===== config.mk =====
export PLATFORM = sky130hd
export DESIGN_NAME = instr_fetch_unit
export DESIGN_NICKNAME = d
export VERILOG_FILES = /design/src/rtl/instr_fetch_unit.sv
export SDC_FILE = /design/constraint.sdc
export NUM_CORES = 1
export LEC_CHECK = 0
export ABC_CLOCK_PERIOD_IN_PS = 3100
export CAP_MARGIN = 20
export CORE_ASPECT_RATIO = 0.8
export CORE_MARGIN = 4
export CORE_UTILIZATION = 41
export CTS_BUF_LIST = sky130_fd_sc_hd__clkbuf_4
export CTS_CLUSTER_DIAMETER = 50
export CTS_CLUSTER_SIZE = 16
export DETAILED_ROUTE_END_ITERATION = 7
export GPL_TIMING_DRIVEN = 1
export PLACE_DENSITY = 0.79
export SYNTH_ARGS = -nofsm -noshare
export SYNTH_HDL_FRONTEND = slang
export SYNTH_SLANG_ARGS = --single-unit

===== constraint.sdc =====
create_clock -name clk -period 3.1 [get_ports clk]
set_clock_uncertainty 0.15 [all_clocks]
set_input_delay 0.62 -clock clk [delete_from_list [all_inputs] [get_ports clk]]
set_output_delay 0.62 -clock clk [all_outputs]
set_load 0.005 [all_outputs]

===== src/rtl/instr_fetch_unit.sv =====
// instr_fetch_unit: PC + imem req/ack/rvalid fetch FSM, instruction register with decode fields, redirect/drop handling.
// Define FETCH_PERF_CNT_EN to add the fetch_count/stall_count performance counters.
module instr_fetch_unit #(
    parameter int ADDR_W = 32,
    parameter logic [ADDR_W-1:0] RESET_PC = '0,
    parameter int PC_STEP = 4
) (
    input  logic              clk,
    input  logic              reset,
    output logic [ADDR_W-1:0] imem_addr,
    output logic              imem_req,
    input  logic              imem_ack,
    input  logic              imem_rvalid,
    input  logic [31:0]       imem_rdata,
    input  logic              redirect_en,
    input  logic [ADDR_W-1:0] redirect_pc,
    input  logic              dec_ready,
    output logic              instr_valid,
    output logic [ADDR_W-1:0] pc_out,
    output logic [5:0]        opcode,
    output logic [4:0]        rs,
    output logic [4:0]        rt,
    output logic [4:0]        rd,
    output logic [3:0]        funct,
    output logic [15:0]       imm16
`ifdef FETCH_PERF_CNT_EN
    ,
    output logic [31:0]       fetch_count,
    output logic [31:0]       stall_count
`endif
);
    typedef enum logic [1:0] {IDLE, REQ, WAIT, HOLD} state_t;

    state_t            state_q, state_d;
    logic [ADDR_W-1:0] pc_q, pc_d, pc_out_q, pc_out_d;
    logic [31:0]       ir_q, ir_d;
    logic              valid_q, valid_d, drop_q, drop_d;

    always_comb begin
        state_d  = state_q;
        pc_d     = pc_q;
        ir_d     = ir_q;
        pc_out_d = pc_out_q;
        valid_d  = valid_q;
        drop_d   = drop_q;
        case (state_q)
            IDLE: begin
                state_d = REQ;
                pc_d    = redirect_en ? redirect_pc : pc_q;
            end
            REQ: begin
                state_d = imem_ack ? WAIT : REQ;
                pc_d    = redirect_en ? redirect_pc : pc_q;
                drop_d  = redirect_en && imem_ack;
            end
            WAIT: begin
                // a redirect racing the response discards it; otherwise the pending response is dropped later
                if (imem_rvalid) begin
                    state_d = REQ;
                    drop_d  = 1'b0;
                    if (redirect_en) begin
                        pc_d = redirect_pc;
                    end else if (!drop_q) begin
                        ir_d     = imem_rdata;
                        pc_out_d = pc_q;
                        pc_d     = pc_q + ADDR_W'(PC_STEP);
                        valid_d  = 1'b1;
                        state_d  = HOLD;
                    end
                end else if (redirect_en) begin
                    pc_d   = redirect_pc;
                    drop_d = 1'b1;
                end
            end
            HOLD: begin
                if (redirect_en || dec_ready) begin
                    valid_d = 1'b0;
                    state_d = REQ;
                end
                pc_d = redirect_en ? redirect_pc : pc_q;
            end
            default: state_d = IDLE;
        endcase
    end

    always_ff @(posedge clk or posedge reset) begin
        if (reset) begin
            state_q  <= IDLE;
            pc_q     <= RESET_PC;
            ir_q     <= '0;
            pc_out_q <= '0;
            valid_q  <= 1'b0;
            drop_q   <= 1'b0;
        end else begin
            state_q  <= state_d;
            pc_q     <= pc_d;
            ir_q     <= ir_d;
            pc_out_q <= pc_out_d;
            valid_q  <= valid_d;
            drop_q   <= drop_d;
        end
    end

    assign imem_req    = state_q == REQ;
    assign imem_addr   = pc_q;
    assign instr_valid = valid_q;
    assign pc_out      = pc_out_q;
    assign opcode      = ir_q[31:26];
    assign rs          = ir_q[25:21];
    assign rt          = ir_q[20:16];
    assign rd          = ir_q[15:11];
    assign funct       = ir_q[3:0];
    assign imm16       = ir_q[15:0];

`ifdef FETCH_PERF_CNT_EN
    logic [31:0] fetch_count_q, fetch_count_d, stall_count_q, stall_count_d;

    always_comb begin
        fetch_count_d = fetch_count_q + 32'(valid_q && dec_ready && !redirect_en);
        stall_count_d = stall_count_q + 32'(valid_q && !dec_ready);
    end

    always_ff @(posedge clk or posedge reset) begin
        if (reset) begin
            fetch_count_q <= '0;
            stall_count_q <= '0;
        end else begin
            fetch_count_q <= fetch_count_d;
            stall_count_q <= stall_count_d;
        end
    end

    assign fetch_count = fetch_count_q;
    assign stall_count = stall_count_q;
`endif
endmodule


==> run summary <==
EDFF count, synth: 0
Yosys reg bits: 100
number of port buffers: 176
largest area contributor in the netlist: dfrtp_1
RSZ-0062 raised after global routing: no
Gate Count Post-Synth: 364
Die X: 124.6 µm
crit end category: output pin
H-Tree Depth: 3
post-route setup slack: 574.1 ps
DRC Markers: 0
Worst Path Arrival: 1760 ps
Rel. slew slack: 0.5795
placed cell areas: 6314 µm²
layout cells sized above 1: 0.1720
Antenna Cells: 0
IO Count: 177
Root Driver: clkbuf_4
Crit Path Category: reg2out
CTS Hold Bufs: 0
Initial Util: 0.4271
post-CTS setup buffers: 0
initial antenna violation count: 0
Post-Syn Area: 4462 µm²
placed insts: 659
Layout Nets: 604
Tmin final: 2526 ps
post-DP HPWL: 8.597 mm
Hold Crit Class: reg2reg
GRT Util Overall: 0.1852
Die Area: 12,630 µm²
area taken by multi-input logic gates: 1807 µm²
largest net degree at the start of global routing: 54
initial DRC count: 177
antenna-violating nets left: 0
post-CTS sizing: 0
number of vias per cell: 5.059
Vias: 3,415
Synth top area share: 0.5609
measured slew at the worst slew-check pin: 626.0 ps
Area Growth Syn to Fin: 44.95%
Peak Freq: 0.3959 GHz
Fin Setup TNS: 0 ps
Final Cell Area: 6467 µm²
routability cong.: 0.7905
register area: 2502 µm²
Fin. Hold Viols: 0
fillers: 831
Yosys Warn Count: 0
vias in the first global route: 3,595
commonest register cell after synthesis: dfrtp_1
fin util: 0.6191
Area contributors post-synth: dfrtp_1 (56%), mux2_2 (17%), xor2_1 (4.3%), nand2_1 (3.1%), o21ai_0 (2.0%)
core area: 10,450 µm²
critical path startpoint category: register
Final period util: 0.8148
share of flip-flops with an asynchronous set or reset: 1.000
Clock Latency Late Sink: 440 ps
total congestion overflow: 0
Post-Place Worst Slack: 346.2 ps
fin cells: 675
clock buffer depth: 2
first-pass GRT wire length: 18.55 mm
most common library cells after synthesis: dfrtp_1 (100), mux2_2 (66), nand2_1 (37), xor2_1 (22), o21ai_0 (18)
Max VDD drop: 0.3589 mV
count leader, synth: dfrtp_1
register clock-pin slew on the reported worst setup and hold paths: 150 ps
CTS Sinks: 100
max cap viols: 0
worst-path fanout max: 5
critical path required time: 2330 ps
syn_nets: 438
final WL: 11.45 mm
Die H: 101.3 µm
outcome: complete, no violations
max-slew violation count: 0
Core Rows: 33
CTS buffer count: 9
post-synthesis sequential area ratio: 0.5609
first-pass iteration count of the detailed router: 4
setup violators final: 0
CTS tree: done
syn avg cell area: 12.26 µm²
Cell Pwr Density: 634.7 nW/µm²
post-synthesis cell type count: 36
Leakage: 2.769 nW
WL per Instance: 16.96 µm
## worst max-delay path, stage by stage, from the launching register on
cell             delay, ps
dfrtp_1                430
inv_1                  100
ha_1                   250
clkdlybuf4s50_1        550
## final cells by class
class,count,share of cell area
Sequential cell,100,0.3869
Multi-Input combinational cell,233,0.2794
Timing Repair Buffer,181,0.2794
Tap cell,140,0.02708
Clock inverter,6,0.01219
Clock buffer,10,0.01161
Inverter,5,0.003482
## power by group
| part | switching [mW] | leakage (nW) | internal (mW) |
|---|---|---|---|
| combinational | 0.453 | 1.41 | 1.02 |
| clock | 0.407 | 0.0791 | 0.329 |
| sequential | 0.240 | 1.28 | 1.65 |
| total | 1.10 | 2.77 | 3.01 |
## metrics by stage
stage	total power, mW	hold WS [ps]
3_3_place_gp	3.354	338.6
3_5_place_dp	3.422	345.9
2_1_floorplan	2.448	354.8
6_report	4.105	371.4
4_1_cts	4.173	370.5
5_1_grt	4.364	384.1
## cells in the final DEF, fill, tap and decap left out, types with 2 or more instances in the layout
cell type,netlist,final
a22o_1,2,2
nor2_1,8,7
clkinvlp_4,0,2
and2_1,2,2
xor2_1,22,22
dfrtp_1,100,100
xnor2_1,5,5
nand4_1,11,11
clkdlybuf4s50_1,0,175
ha_1,4,4
inv_1,5,4
bufinv_16,0,2
o21ai_1,15,15
mux2_2,66,66
clkinv_1,0,3
nand3_1,12,12
nand2_1,37,37
nor2b_1,3,3
clkbuf_4,0,10
and3_1,9,9
and4_1,3,3
o21ai_0,18,18
buf_4,9,4
## cell families (layout without fill, tap and decap cells)
| group | count (synthesis) | in the layout | synth area share |
|---|---|---|---|
| adders and majority gates | 4 | 4 | 0.01122 |
| and+or+nand+nor | 93 | 93 | 0.1181 |
| DFF | 100 | 100 | 0.5609 |
| AOI/OAI and AO/OA | 42 | 42 | 0.05216 |
| muxes | 67 | 67 | 0.1688 |
| buffers and inverters | 31 | 202 | 0.03589 |
| xor gates and xnor gates | 27 | 27 | 0.05300 |
## path summary, 6_finish.rpt
kind                                        start                        end  slack, ps  cells after the start
max                        state_q[1]$_DFFE_PP0P_                   imem_req        570                      3
min                        pc_out[16]$_DFFE_PP0P_     pc_out[16]$_DFFE_PP0P_        370                      1
max reg2reg                state_q[0]$_DFFE_PP0P_  imem_addr[25]$_DFFE_PP0P_        730                      7
min reg2reg                pc_out[16]$_DFFE_PP0P_     pc_out[16]$_DFFE_PP0P_        370                      1
max in group asynchronous                   reset  imem_addr[19]$_DFFE_PP0P_       1670                      3
min in group asynchronous                   reset       ir_q[30]$_DFFE_PP0P_        400                      2
## sequential cells by signal, summed over array words and instances (netlist names)
| name | cells |
|---|---|
| pc_out | 32 |
| state_q | 2 |
| drop_q | 1 |
| imem_addr | 32 |
| ir_q | 32 |
| instr_valid | 1 |
## layer usage
metal | part of all wire | vias to the layer above | track usage
met5 | 0 | - | 0
met1 | 0.42 | 1653 | 0.2247
met4 | 0.027 | 0 | 0.07161
met2 | 0.48 | 134 | 0.3056
met3 | 0.073 | 30 | 0.06800
li1 | - | 1598 | -
Note: power is estimated with default switching activity, not from simulation.
